--- config.mk ---
export PLATFORM = sky130hd
export DESIGN_NAME = msrv32_pc_reg_block
export DESIGN_NICKNAME = d
export VERILOG_FILES = /design/src/rtl/msrv32_pc_reg_block.sv
export SDC_FILE = /design/constraint.sdc
export NUM_CORES = 1
export LEC_CHECK = 0
export BUFFER_PORTS_ARGS = -buffer_cell sky130_fd_sc_hd__clkbuf_2
export CAP_MARGIN = 20
export CORE_MARGIN = 2
export CORE_UTILIZATION = 40
export CTS_BUF_LIST = sky130_fd_sc_hd__clkbuf_8
export CTS_CLUSTER_SIZE = 12
export DETAILED_ROUTE_END_ITERATION = 16
export PLACE_DENSITY_LB_ADDON = 0.25
export SLEW_MARGIN = 20
export SYNTH_ARGS = -nofsm -noshare
export SYNTH_HDL_FRONTEND = slang
export SYNTH_SLANG_ARGS = --single-unit
--- constraint.sdc ---
create_clock -name ms_riscv32_mp_clk_in -period 2.5 [get_ports ms_riscv32_mp_clk_in]
set_input_delay 0.375 -clock ms_riscv32_mp_clk_in [delete_from_list [all_inputs] [get_ports ms_riscv32_mp_clk_in]]
set_output_delay 0.375 -clock ms_riscv32_mp_clk_in [all_outputs]
set_load 0.05 [all_outputs]
--- src/rtl/msrv32_pc_reg_block.sv ---
// Program-counter register stage of the msrv32 RV32I core.
// Captures the next-PC from the PC mux on every rising clock edge and presents it as the current PC.
module msrv32_pc_reg_block #(
    parameter logic [31:0] BOOT_ADDRESS = 32'h0000_0000,
    parameter int          PC_WIDTH     = 32
) (
    input  logic                ms_riscv32_mp_clk_in,
    input  logic                ms_riscv32_mp_rst_in,
    input  logic [PC_WIDTH-1:0] pc_mux_in,
    output logic [PC_WIDTH-1:0] pc_out
);

    logic [PC_WIDTH-1:0] pc_q;

    // PC register: asynchronous reset to the boot address, otherwise loads the mux value every edge
    always_ff @(posedge ms_riscv32_mp_clk_in or posedge ms_riscv32_mp_rst_in) begin
        if (ms_riscv32_mp_rst_in) begin
            pc_q <= BOOT_ADDRESS[PC_WIDTH-1:0];
        end else begin
            pc_q <= pc_mux_in;
        end
    end

    assign pc_out = pc_q;

endmodule

* After elaboration in Yosys (flattened, before gate mapping)
Cells that the tools add are included.
Storage, ports and cells: register bits 32, logic and storage cells 1, output and inout port bits 32

* Depth between registers and ports, before layout
Gate-level depths: netlist (run 1).
depth in word-level cells 0, gate-level depth with buffers 1, depth with buffers taken out 1

* Least setup slack after synthesis (run 1)
OpenSTA, ideal clock, no wires.
path type flip-flop to output port, from register pc_q[0], in the netlist pc_out[0], to output port pc_out[0], arrival 0.586 ns, path slack 1.539 ns, cell stages (with the launch flop) 1, required time 2.125 ns, cell sequence dfrtp_1
RTL lines:
- start, declared | line 13 | logic [PC_WIDTH-1:0] pc_q;
- start signal, assigned | line 18 | pc_q <= BOOT_ADDRESS[PC_WIDTH-1:0];
- start signal, assigned | line 20 | pc_q <= pc_mux_in;
- end, declared | line 10 | output logic [PC_WIDTH-1:0] pc_out
No word-level cell between the ends.

* Worst setup path in the final report (run 1)
from register pc_q[6], in the netlist pc_out[6], to output port pc_out[6]
No word-level cell between the ends.

==> results.sh, run 1 <==
export IMPL_fin_crit_sh=0.5004
export IMPL_yosysSeqAreaShare=0.9953
export IMPL_clock_sinks=32
export IMPL_min_path_type="in -> async"
export IMPL_run_status="complete, no violations"
export IMPL_slowest_stage="dfrtp_1"
export IMPL_cap_violations=0
export IMPL_fin_tns_setup_ps=0
export IMPL_stdcell_count=134
export IMPL_initial_core_util=0.4186
export IMPL_critPathKind="reg -> out"
export IMPL_seq_power_share=0.509
export IMPL_drt_wirelength_per_cell_um=10.08
export IMPL_largest_reg_flops=32
export IMPL_post_cts_repair_setup_buffers=0
export IMPL_cp_arrival_ps=880
export IMPL_final_min_clock_period_ps=1251
export IMPL_grt_max_degree=33
export IMPL_design_portCount=66
export IMPL_leakagePower_nw=0.7068
export IMPL_worst_path_stages=1
export IMPL_path_clk_slew_ps=60
export IMPL_internal_power_uw=795.9
export IMPL_dr_first_iter_drc_count=0
export IMPL_numCtsBuffers=5
export IMPL_clockBufferDepth=2
export IMPL_p_clk_frac=0.345
export IMPL_fmax_mhz=799.4
export IMPL_syn_avg_cell_area_um2=24.38
export IMPL_diodes=0
export IMPL_syn2layout_area_growth_pct=56.77
export IMPL_chipWidth_um=48.85
export IMPL_setup_viol=0
export IMPL_ctsHtreeMaxLevel=2
export IMPL_grt_pass1_wl_um=2311
export IMPL_antenna_found_initial=0
export IMPL_end_kind="primary output"
export IMPL_critical_path_buf_inv_count=1
export IMPL_multi_input_cells=0
export IMPL_pwr_density_cell_mw_per_mm2=856.9
export IMPL_overflow=0
export IMPL_critPathTopFamily="flip-flops"
export IMPL_dieArea_mm2=0.002386
export IMPL_drc=0
export IMPL_grt_pass1_vias=531
export IMPL_die_h_um=48.85
export IMPL_nFillCells=150
export IMPL_maxSlewViolCount=0
export IMPL_final_cell_mix="65 x clkbuf_2, 32 x dfrtp_1, 6 x clkbuf_8"
export IMPL_yosys_warnings=0
export IMPL_cts_tree="done"
export IMPL_synth_top_cell_area_share=0.9953
export IMPL_path_max_fanout=1
export IMPL_cts_root_buffer="clkbuf_8"
export IMPL_cts_hold_fix_buffers=0
export IMPL_dr_total_vias=520
export IMPL_place_congestion=0.5760
export IMPL_hold_viol=0
export IMPL_max_slew_margin=0.7474
export IMPL_holdWs_ps=151.8
export IMPL_multi_input_area_um2=0
export IMPL_via_per_inst=3.881
export IMPL_ant_nets=0
export IMPL_synth_distinct_cells=2
export IMPL_port_buffers=65
export IMPL_synth_cell_area_um2=804.5
export IMPL_cp_start_kind="flip-flop"
export IMPL_crit_required_ps=2120
export IMPL_core_mm2=0.001922
export IMPL_ys_top_cells_by_area="dfrtp_1 100%, inv_1 0.47%"
export IMPL_cts_resized=0
export IMPL_grt_usage=0.1402
export IMPL_yosysTopAreaCell="dfrtp_1"
export IMPL_layout_commonest_cell="clkbuf_2"
export IMPL_ir_drop_mv=0.5408
export IMPL_tightest_slew_ps=378.9
export IMPL_sw_frac_of_total=0.2636
export IMPL_cp_cell_sequence="clkbuf_2"
export IMPL_synth_fp_nets=67
export IMPL_dr_pass1_iters=1
export IMPL_placed_cells=126
export IMPL_synth_cells=33
export IMPL_drive_gt1_frac=0.6729
export IMPL_p_comb_frac=0.146
export IMPL_row_count=16
export IMPL_wl_um=1351
export IMPL_switchingPower_uw=284.8
export IMPL_synth_seq_cells=32
export IMPL_rsz0062_at_grt="no"
export IMPL_slowest_delay_ps=330
export IMPL_nets=140
-- kinds of logic after synthesis --
group,Yosys count,synth area share
flops,32,0.9953
buf+inv,1,0.004661
-- synthesized netlist by cell type --
cell type,number
dfrtp_1,32
inv_1,1
-- power groups by stage --
stage,clock [mW],sequential [mW],combinational [mW]
final,0.373,0.550,0.158
after global routing,0.411,0.553,0.166
after CTS,0.387,0.551,0.160
after detailed placement,0,0.560,0.160
after global placement,0,0.559,0.158
after floorplan,0,0.657,0.00764
-- metrics by stage --
step / power, mW / utilization / setup WS [ps] / instance area [um2]
floorplan: 0.6643 / - / 1434 / 804.5
global placement: 0.7174 / 0.6094 / 1546 / 1171
detailed placement: 0.7198 / 0.6094 / 1532 / 1171
CTS: 1.098 / 0.6563 / 1233 / 1261
global route: 1.130 / 0.6563 / 1205 / 1261
finish: 1.081 / 0.6563 / 1249 / 1261
-- layer usage --
metal,global-route usage,wire (um)
met3,0.08589,203
met2,0.1986,603
met4,0.08571,21
met1,0.1609,522
met5,0,0
-- final timing paths --
| path | from | endpoint | slack [ps] |
|---|---|---|---|
| max | pc_out[6] | pc_out[6] | 1250 |
| min | ms_riscv32_mp_rst_in | pc_out[28] | 150 |
| max in group asynchronous | ms_riscv32_mp_rst_in | pc_out[9] | 2070 |
| min in group ms_riscv32_mp_clk_in | pc_mux_in[21] | pc_out[21] | 210 |
-- area by class of cell --
class,count,area (um2),share of cell area
inverter,1,3.754,0.002976
clock buffer,6,82.58,0.06548
timing repair buffer,66,332.8,0.2639
sequential,32,800.8,0.6349
clock inverter,2,7.507,0.005952
tap,27,33.78,0.02679
Power figures use the tool's default switching activity.
==> inputs of run 2 (changes only) <==
--- a/config.mk
+++ b/config.mk
@@ -5,10 +5,11 @@
 export SDC_FILE = /design/constraint.sdc
 export NUM_CORES = 1
 export LEC_CHECK = 0
+export ABC_AREA = 1
 export BUFFER_PORTS_ARGS = -buffer_cell sky130_fd_sc_hd__clkbuf_2
 export CAP_MARGIN = 20
 export CORE_MARGIN = 2
-export CORE_UTILIZATION = 40
+export CORE_UTILIZATION = 38
 export CTS_BUF_LIST = sky130_fd_sc_hd__clkbuf_8
 export CTS_CLUSTER_SIZE = 12
 export DETAILED_ROUTE_END_ITERATION = 16
==> constraint.sdc (replaced) <==
create_clock -name ms_riscv32_mp_clk_in -period 1.3 [get_ports ms_riscv32_mp_clk_in]
set_input_delay 0.195 -clock ms_riscv32_mp_clk_in [delete_from_list [all_inputs] [get_ports ms_riscv32_mp_clk_in]]
set_output_delay 0.195 -clock ms_riscv32_mp_clk_in [all_outputs]
set_load 0.05 [all_outputs]
==> run 2 against run 1 <==
Against the previous run:
- highest routed layer unchanged
- sequential share of layout area shrank 0.87 points
- cell count grew 1.5%
- first-iteration DRC count is the same
- sequential power grew 93%
- non-clock buffer count grew 2
- wire length grew 7.1%
- via count grew 2.7%
- die area grew 4.8%
- power grew 92%
- worst hold slack lost 120 ps
- critical path depth is the same
- critical endpoint is now pc_out[29]
==> results.sh, run 2 (same netlist as run 1, synthesis figures left out) <==
export IMPL_post_cts_repair_setup_buffers=0
export IMPL_ant_nets=0
export IMPL_dr_pass1_iters=1
export IMPL_row_count=16
export IMPL_place_area_mm2=0.001179
export IMPL_run_status="complete, no violations"
export IMPL_setup_viol=0
export IMPL_cp_arrival_ps=870
export IMPL_p_comb_frac=0.148
export IMPL_design_portCount=66
export IMPL_multi_input_cells=0
export IMPL_wl_um=1447
export IMPL_grt_max_degree=18
export IMPL_fin_crit_sh=0.8190
export IMPL_tightest_slew_ps=286.1
export IMPL_maxSlewViolCount=0
export IMPL_hold_viol=0
export IMPL_die_h_um=50.01
export IMPL_cap_violations=0
export IMPL_p_clk_frac=0.343
export IMPL_cp_cell_sequence="clkbuf_2"
export IMPL_dp_hpwl_um=1199
export IMPL_syn2layout_area_growth_pct=58.94
export IMPL_dieArea_mm2=0.002501
export IMPL_path_max_fanout=1
export IMPL_grt_pass1_vias=594
export IMPL_stdcell_count=136
export IMPL_cts_tree="done"
export IMPL_largest_reg_flops=32
export IMPL_holdWs_ps=27.11
export IMPL_dr_total_vias=534
export IMPL_overflow=0
export IMPL_setup_slack_ps=235.3
export IMPL_diodes=0
export IMPL_grt_usage=0.1397
export IMPL_final_min_clock_period_ps=1065
export IMPL_nFillCells=180
export IMPL_clock_sinks=32
export IMPL_cp_start_kind="flip-flop"
export IMPL_critical_path_buf_inv_count=1
export IMPL_leakagePower_nw=0.7158
export IMPL_slowest_delay_ps=330
export IMPL_seqCellArea_um2=800.8
export IMPL_seq_power_share=0.509
export IMPL_internal_power_mw=1.534
export IMPL_grt_pass1_wl_um=2366
export IMPL_cts_root_buffer="clkbuf_8"
export IMPL_sw_frac_of_total=0.2620
export IMPL_chipWidth_um=50.01
export IMPL_place_congestion=0.6824
export IMPL_clockBufferDepth=2
export IMPL_layout_commonest_cell="clkbuf_2"
export IMPL_antenna_found_initial=0
export IMPL_core_mm2=0.001982
export IMPL_crit_required_ps=1110
export IMPL_drc=0
export IMPL_dr_first_iter_drc_count=0
export IMPL_placed_cells=127
export IMPL_fmax_mhz=939.3
export IMPL_critPathKind="reg -> out"
export IMPL_ir_drop_mv=0.8601
export IMPL_ctsHtreeMaxLevel=2
export IMPL_final_area_mm2=0.001279
export IMPL_initial_core_util=0.4059
export IMPL_nets=142
export IMPL_drt_wirelength_per_cell_um=10.64
export IMPL_slowest_stage="dfrtp_1"
export IMPL_numCtsBuffers=5
export IMPL_via_per_inst=3.926
export IMPL_pwr_density_cell_mw_per_mm2=1626
export IMPL_end_kind="primary output"
export IMPL_final_cell_mix="65 x clkbuf_2, 32 x dfrtp_1, 6 x clkbuf_8"
export IMPL_critPathTopFamily="flip-flops"
export IMPL_port_buffers=65
export IMPL_fin_tns_setup_ps=0
export IMPL_dp_slack_ps=510.5
export IMPL_path_clk_slew_ps=60
export IMPL_rsz0062_at_grt="no"
export IMPL_switchingPower_uw=544.8
export IMPL_max_slew_margin=0.8101
export IMPL_min_path_type="in -> reg"
export IMPL_multi_input_area_um2=0
export IMPL_drive_gt1_frac=0.6697
-- run 2: changes by cell type in the layout (fill, tap and decap cells not counted), sizes merged --
cell / change
buf: +1
dlygate4sd3: +1
-- run 2: per-layer routing --
| metal | vias up | routed length [um] | GRT usage |
|---|---|---|---|
| li1 | 248 | - | - |
| met1 | 244 | 425 | 0.1209 |
| met2 | 37 | 803 | 0.2303 |
| met3 | 5 | 189 | 0.07879 |
| met4 | 0 | 29 | 0.1111 |
| met5 | - | 0 | 0 |
-- run 2: what timing repair did --
action / in CTS / in global routing
hold buffers: 1 / 0
endpoints found under the hold margin: 32 / 0
resized for setup: 0 / 0
-- run 2: path summary, 6_finish.rpt --
path,endpoint,slack [ps],startpoint,cells past startpoint
worst max-delay path,pc_out[29],240,pc_out[29],1
worst min-delay path,pc_out[14],30,pc_mux_in[14],1
max in group asynchronous,pc_out[30],640,ms_riscv32_mp_rst_in,4
min in group asynchronous,pc_out[22],480,ms_riscv32_mp_rst_in,4
-- run 2: area by class of cell --
class / count / share of cell area
flip-flops and latches: 32 / 0.6262
repair buffers: 68 / 0.2740
clock buffers: 6 / 0.06458
well taps: 27 / 0.02642
clock inverters: 2 / 0.005871
inverters: 1 / 0.002935
-- run 2: power groups by stage --
stage	logic (mW)	clock network (mW)	registers, mW
floorplan	0.0147	0	1.26
global placement	0.307	0	1.08
detailed placement	0.309	0	1.08
CTS	0.312	0.750	1.06
global route	0.324	0.794	1.06
finish	0.307	0.713	1.06
-- run 2: through the flow --
| step | power (mW) | utilization |
|---|---|---|
| after detailed placement | 1.387 | 0.5947 |
| final | 2.079 | 0.6452 |
| after CTS | 2.122 | 0.6452 |
| after global placement | 1.383 | 0.5947 |
| after floorplan | 1.278 | - |
| after global routing | 2.181 | 0.6452 |
